### src/rtl/regfile_uart_tx.sv
// UART 8N1 dump of a register-file snapshot: reg0 first, LSB byte first. REGFILE_TX_HEADER_EN prepends sync byte 0xA5.
// Latency: tx falls one edge after start is accepted; a dump lasts NFRAMES*10*CLKS_PER_BIT cycles.
// Backpressure: none on the line; start is ignored while busy and accepted again in the done cycle.
module regfile_uart_tx #(
  parameter int CLKS_PER_BIT = 104,
  parameter int NUM_REGS     = 32,
  parameter int REG_WIDTH    = 32
) (
  input  logic                          clk,
  input  logic                          rst_n,
  input  logic                          start,
  input  logic [NUM_REGS*REG_WIDTH-1:0] regfile,
  output logic                          busy,
  output logic                          done,
  output logic                          tx
);

  localparam int NBYTES = NUM_REGS * REG_WIDTH / 8;
`ifdef REGFILE_TX_HEADER_EN
  localparam int NFRAMES = NBYTES + 1;
`else
  localparam int NFRAMES = NBYTES;
`endif
  localparam int SNAP_W = NFRAMES * 8;
  localparam int CW     = $clog2(CLKS_PER_BIT);
  localparam int BW     = $clog2(NFRAMES + 1);

  typedef enum logic [1:0] {IDLE, START, DATA, STOP} state_t;

  state_t            state, state_nxt;
  logic [CW-1:0]     baud_cnt;
  logic [2:0]        bit_idx;
  logic [BW-1:0]     byte_idx;
  logic [SNAP_W-1:0] snap;
  logic              baud_last;
  logic              byte_last;

  assign baud_last = (baud_cnt == CW'(CLKS_PER_BIT - 1));
  assign byte_last = (byte_idx == BW'(NFRAMES - 1));
  assign busy      = (state != IDLE);

  always_ff @(posedge clk or negedge rst_n) begin
    if (!rst_n) state <= IDLE;
    else        state <= state_nxt;
  end

  always_comb begin
    state_nxt = state;
    case (state)
      IDLE:    if (start) state_nxt = START;
      START:   if (baud_last) state_nxt = DATA;
      DATA:    if (baud_last && bit_idx == 3'd7) state_nxt = STOP;
      STOP:    if (baud_last) state_nxt = byte_last ? IDLE : START;
      default: state_nxt = IDLE;
    endcase
  end

  // Snapshot shifts right one bit per data bit, so the next byte lands at [7:0] by itself.
  always_ff @(posedge clk or negedge rst_n) begin
    if (!rst_n) begin
      tx       <= 1'b1;
      done     <= 1'b0;
      baud_cnt <= '0;
      bit_idx  <= '0;
      byte_idx <= '0;
      snap     <= '0;
    end else begin
      done     <= 1'b0;
      baud_cnt <= (state == IDLE || baud_last) ? '0 : baud_cnt + 1'b1;
      case (state)
        IDLE: if (start) begin
          tx       <= 1'b0;
          byte_idx <= '0;
`ifdef REGFILE_TX_HEADER_EN
          snap     <= {regfile, 8'hA5};
`else
          snap     <= regfile;
`endif
        end
        START: if (baud_last) begin
          tx      <= snap[0];
          snap    <= snap >> 1;
          bit_idx <= '0;
        end
        DATA: if (baud_last) begin
          if (bit_idx == 3'd7) begin
            tx <= 1'b1;
          end else begin
            tx      <= snap[0];
            snap    <= snap >> 1;
            bit_idx <= bit_idx + 3'd1;
          end
        end
        STOP: if (baud_last) begin
          if (byte_last) begin
            done <= 1'b1;
          end else begin
            tx       <= 1'b0;
            byte_idx <= byte_idx + 1'b1;
          end
        end
        default: ;
      endcase
    end
  end

endmodule
### config.mk
export PLATFORM = sky130hd
export DESIGN_NAME = regfile_uart_tx
export DESIGN_NICKNAME = d
export VERILOG_FILES = /design/src/rtl/regfile_uart_tx.sv
export SDC_FILE = /design/constraint.sdc
export NUM_CORES = 2
export LEC_CHECK = 0
export CAP_MARGIN = 10
export CORE_AREA = 5 5 393 395
export DETAILED_ROUTE_END_ITERATION = 8
export DIE_AREA = 0 0 398 400
export RECOVER_POWER = 50
export SYNTH_ARGS = -nofsm -noshare
export SYNTH_HDL_FRONTEND = slang
export SYNTH_SLANG_ARGS = --single-unit
### constraint.sdc
create_clock -name clk -period 3.6 [get_ports clk]
set_clock_uncertainty 0.1 [all_clocks]
set_input_delay 0.72 -clock clk [delete_from_list [all_inputs] [get_ports clk]]
set_output_delay 0.72 -clock clk [all_outputs]
set_load 0.1 [all_outputs]
==> flow_metrics.tcl <==
set metrics [dict create \
    status "finished with violations" \
    violations "capacitance limit, slew limit" \
    clk_pin_slew_ns 0.06 \
    synth_top_area_share 0.510 \
    drv_slew 44 \
    grt_usage 0.184 \
    setup_tns_ns 0 \
    dp_hpwl_mm 113 \
    ys_seq_area_frac 0.511 \
    die_x_um 398 \
    root_buffer "clkbuf_16" \
    drc 0 \
    wl_mm 152 \
    via_per_inst 4.78 \
    ys_ff_latch 1046 \
    cts_sinks 1046 \
    cts_made_buffers 118 \
    post-route-period-util 0.836 \
    hold_viol_final 0 \
    grt_setup_unrepaired "no" \
    post-route-util 0.453 \
    p_seq_frac 0.300 \
    htree_levels 3 \
    yosysWarnings 0 \
    yosysMostFrequentCell "mux2_2" \
    fin_nets 5514 \
    postSynthCellCount 3464 \
    start_kind "input pin" \
    leakage_nw 27.1 \
    yosys.area.top_type "dfrtp_1" \
    synth_edf_count 0 \
    synth.area.top_cells "dfrtp_1 (51%), mux2_2 (38%), mux2_1 (6.6%)" \
    synth_ff_type "dfrtp_1" \
    syn-num-nets 4500 \
    grt_pass1_wl_mm 221 \
    drtIter0Drc 1252 \
    insertion_delay_ns 0.74 \
    initial_core_util 0.340 \
    grt_overflow 0 \
    drive_above_1_share 0.446 \
    internal_power_mw 48.7 \
    yosys-top-cells-count "mux2_2 (1,746), dfrtp_1 (1,045), mux2_1 (302), clkbuf_1 (117), buf_2 (74)" \
    ioPinCount 1030 \
    power_density_nw_per_um2 1040 \
    layout_min_cycle_time_ns 3.01 \
    cts_setup_buffers 0 \
    areaGrowthSynthToFinish_pct 33.5 \
    swShare 0.318 \
    cts_hold_buf 1 \
    endpoint_kind "asynchronous set/reset pin" \
    crit_type "input pin to asynchronous set/reset pin" \
    io_buffers 1029 \
    hp-class "register to register" \
    slew_headroom -0.330 \
    synth_cell_type_count 52 \
    place.gp.congestion 0.823 \
    clockBufferDepth 3 \
    fmax_mhz 332 \
    fillers 13700 \
    power_mw 71.4 \
    cts_tree "done" \
    r2r_setup_slack_ns 0.65 \
    antenna_left 0 \
    antenna_found_initial 122 \
    synthArstFlopShare 1.00 \
    avgSynthCellArea_um2 14.8 \
    dieArea_um2 159000 \
    max_cap_violations 1 \
    cp_max_fo 50 \
    irDropWorstVdd_v 0.000740 \
    grt_pass1_vias 34200 \
    cts_resized 0 \
    switching_power_mw 22.7 \
    vias 31900 \
    wl_per_cell_um 22.7 \
    worstMarginPinSlew_ns 1.99 \
    clkPwrFrac 0.171 \
    pwr-share-comb 0.529 \
    rows 143 \
    grt_max_degree 117 \
    finalSetupViolations 0 \
    die_h_um 400 \
    required_ns 4.29 \
    netlist_area_um2 51200 \
    dr.pass1.iters 4 \
    arrival_ns 3.70 \
    fp.coreArea_um2 151000 \
]
==> critical path, stage by stage <==
cell and delay [ns]:
dlygate4sd3_1 0.53, clkbuf_2 1.38, clkbuf_4 0.90
==> cells in the final DEF, fill, tap and decap left out, drive strengths merged, types with 3 or more instances in the layout <==
cell type,n
bufinv,3
dfrtp,1045
diode,78
o21ai,13
ha,9
nor2b,4
o211ai,3
mux2,2048
clkinv,29
or3,4
nor3b,3
buf,89
inv,10
nor2,9
clkbuf,197
nor3,9
clkdlybuf4s50,1025
nand3,12
nand2,19
and3,3
mux2i,4
a22o,3
==> flip-flops by register name (all words and copies together) (netlist names) <==
name and count:
done 1, bit_idx 3, byte_idx 8, state 2, tx 1, snap 1024
baud_cnt 7
==> power groups by stage <==
stage | registers, mW | logic [mW] | clock network [mW]
global route | 22.1 | 41.0 | 13.1
global placement | 21.4 | 37.7 | 0
floorplan | 20.4 | 31.0 | 0
finish | 21.4 | 37.8 | 12.2
detailed placement | 21.6 | 38.3 | 0
CTS | 21.4 | 38.4 | 12.7
==> worst paths after layout <==
kind | endpoint | depth (start not counted) | startpoint
setup / recovery | snap[496] | 3 | rst_n
max in group clk | snap[9] | 9 | state[0]
hold reg to reg | baud_cnt[0] | 1 | baud_cnt[0]
setup reg to reg | snap[9] | 9 | state[0]
min in group asynchronous | snap[58] | 2 | rst_n
hold / removal | baud_cnt[0] | 1 | baud_cnt[0]
==> cell type report <==
cell class / instances / area (um2) / area share
Clock inverter: 35 / 388 / 0.00567
Sequential cell: 1046 / 26200 / 0.383
Antenna cell: 78 / 195 / 0.00285
Tap cell: 2030 / 2540 / 0.0371
Timing Repair Buffer: 1128 / 11600 / 0.169
Multi-Input combinational cell: 2176 / 23900 / 0.350
Clock buffer: 184 / 3590 / 0.0525
Inverter: 8 / 30.0 / 0.000439
==> through the flow <==
stage / cells / setup slack [ns] / hold slack (ns) / area (um2)
final: 6685 / 0.589 / 0.360 / 68400
after CTS: 6607 / 0.654 / 0.366 / 68300
after detailed placement: 6387 / 0.441 / 0.357 / 64300
after global placement: 6387 / 0.521 / 0.345 / 64300
after floorplan: 3464 / 1.06 / 0.324 / 51200
after global routing: 6652 / 0.294 / 0.393 / 68300
==> cell families (layout without fill, tap and decap cells) <==
| kind of cell | count (synthesis) | in the layout | synth area share |
|---|---|---|---|
| multiplexers | 2052 | 2052 | 0.451 |
| flip-flops | 1046 | 1046 | 0.511 |
| buffers and inverters | 242 | 1355 | 0.0226 |
| AND/OR/NAND/NOR | 74 | 74 | 0.00767 |
| AO/OA/AOI/OAI | 37 | 37 | 0.00496 |
| adder cells (fa/ha/maj) | 9 | 9 | 0.00220 |
| XOR/XNOR | 4 | 4 | 0.000684 |
| other | 0 | 78 | 0 |
==> routing by layer <==
| metal | global-route usage | vias up | part of all wire |
|---|---|---|---|
| li1 | - | 14700 | - |
| met3 | 0.0649 | 297 | 0.080 |
| met5 | 0 | - | 0.0026 |
| met4 | 0.0776 | 60 | 0.034 |
| met1 | 0.217 | 16000 | 0.39 |
| met2 | 0.305 | 797 | 0.49 |
Power figures use the tool's default switching activity.
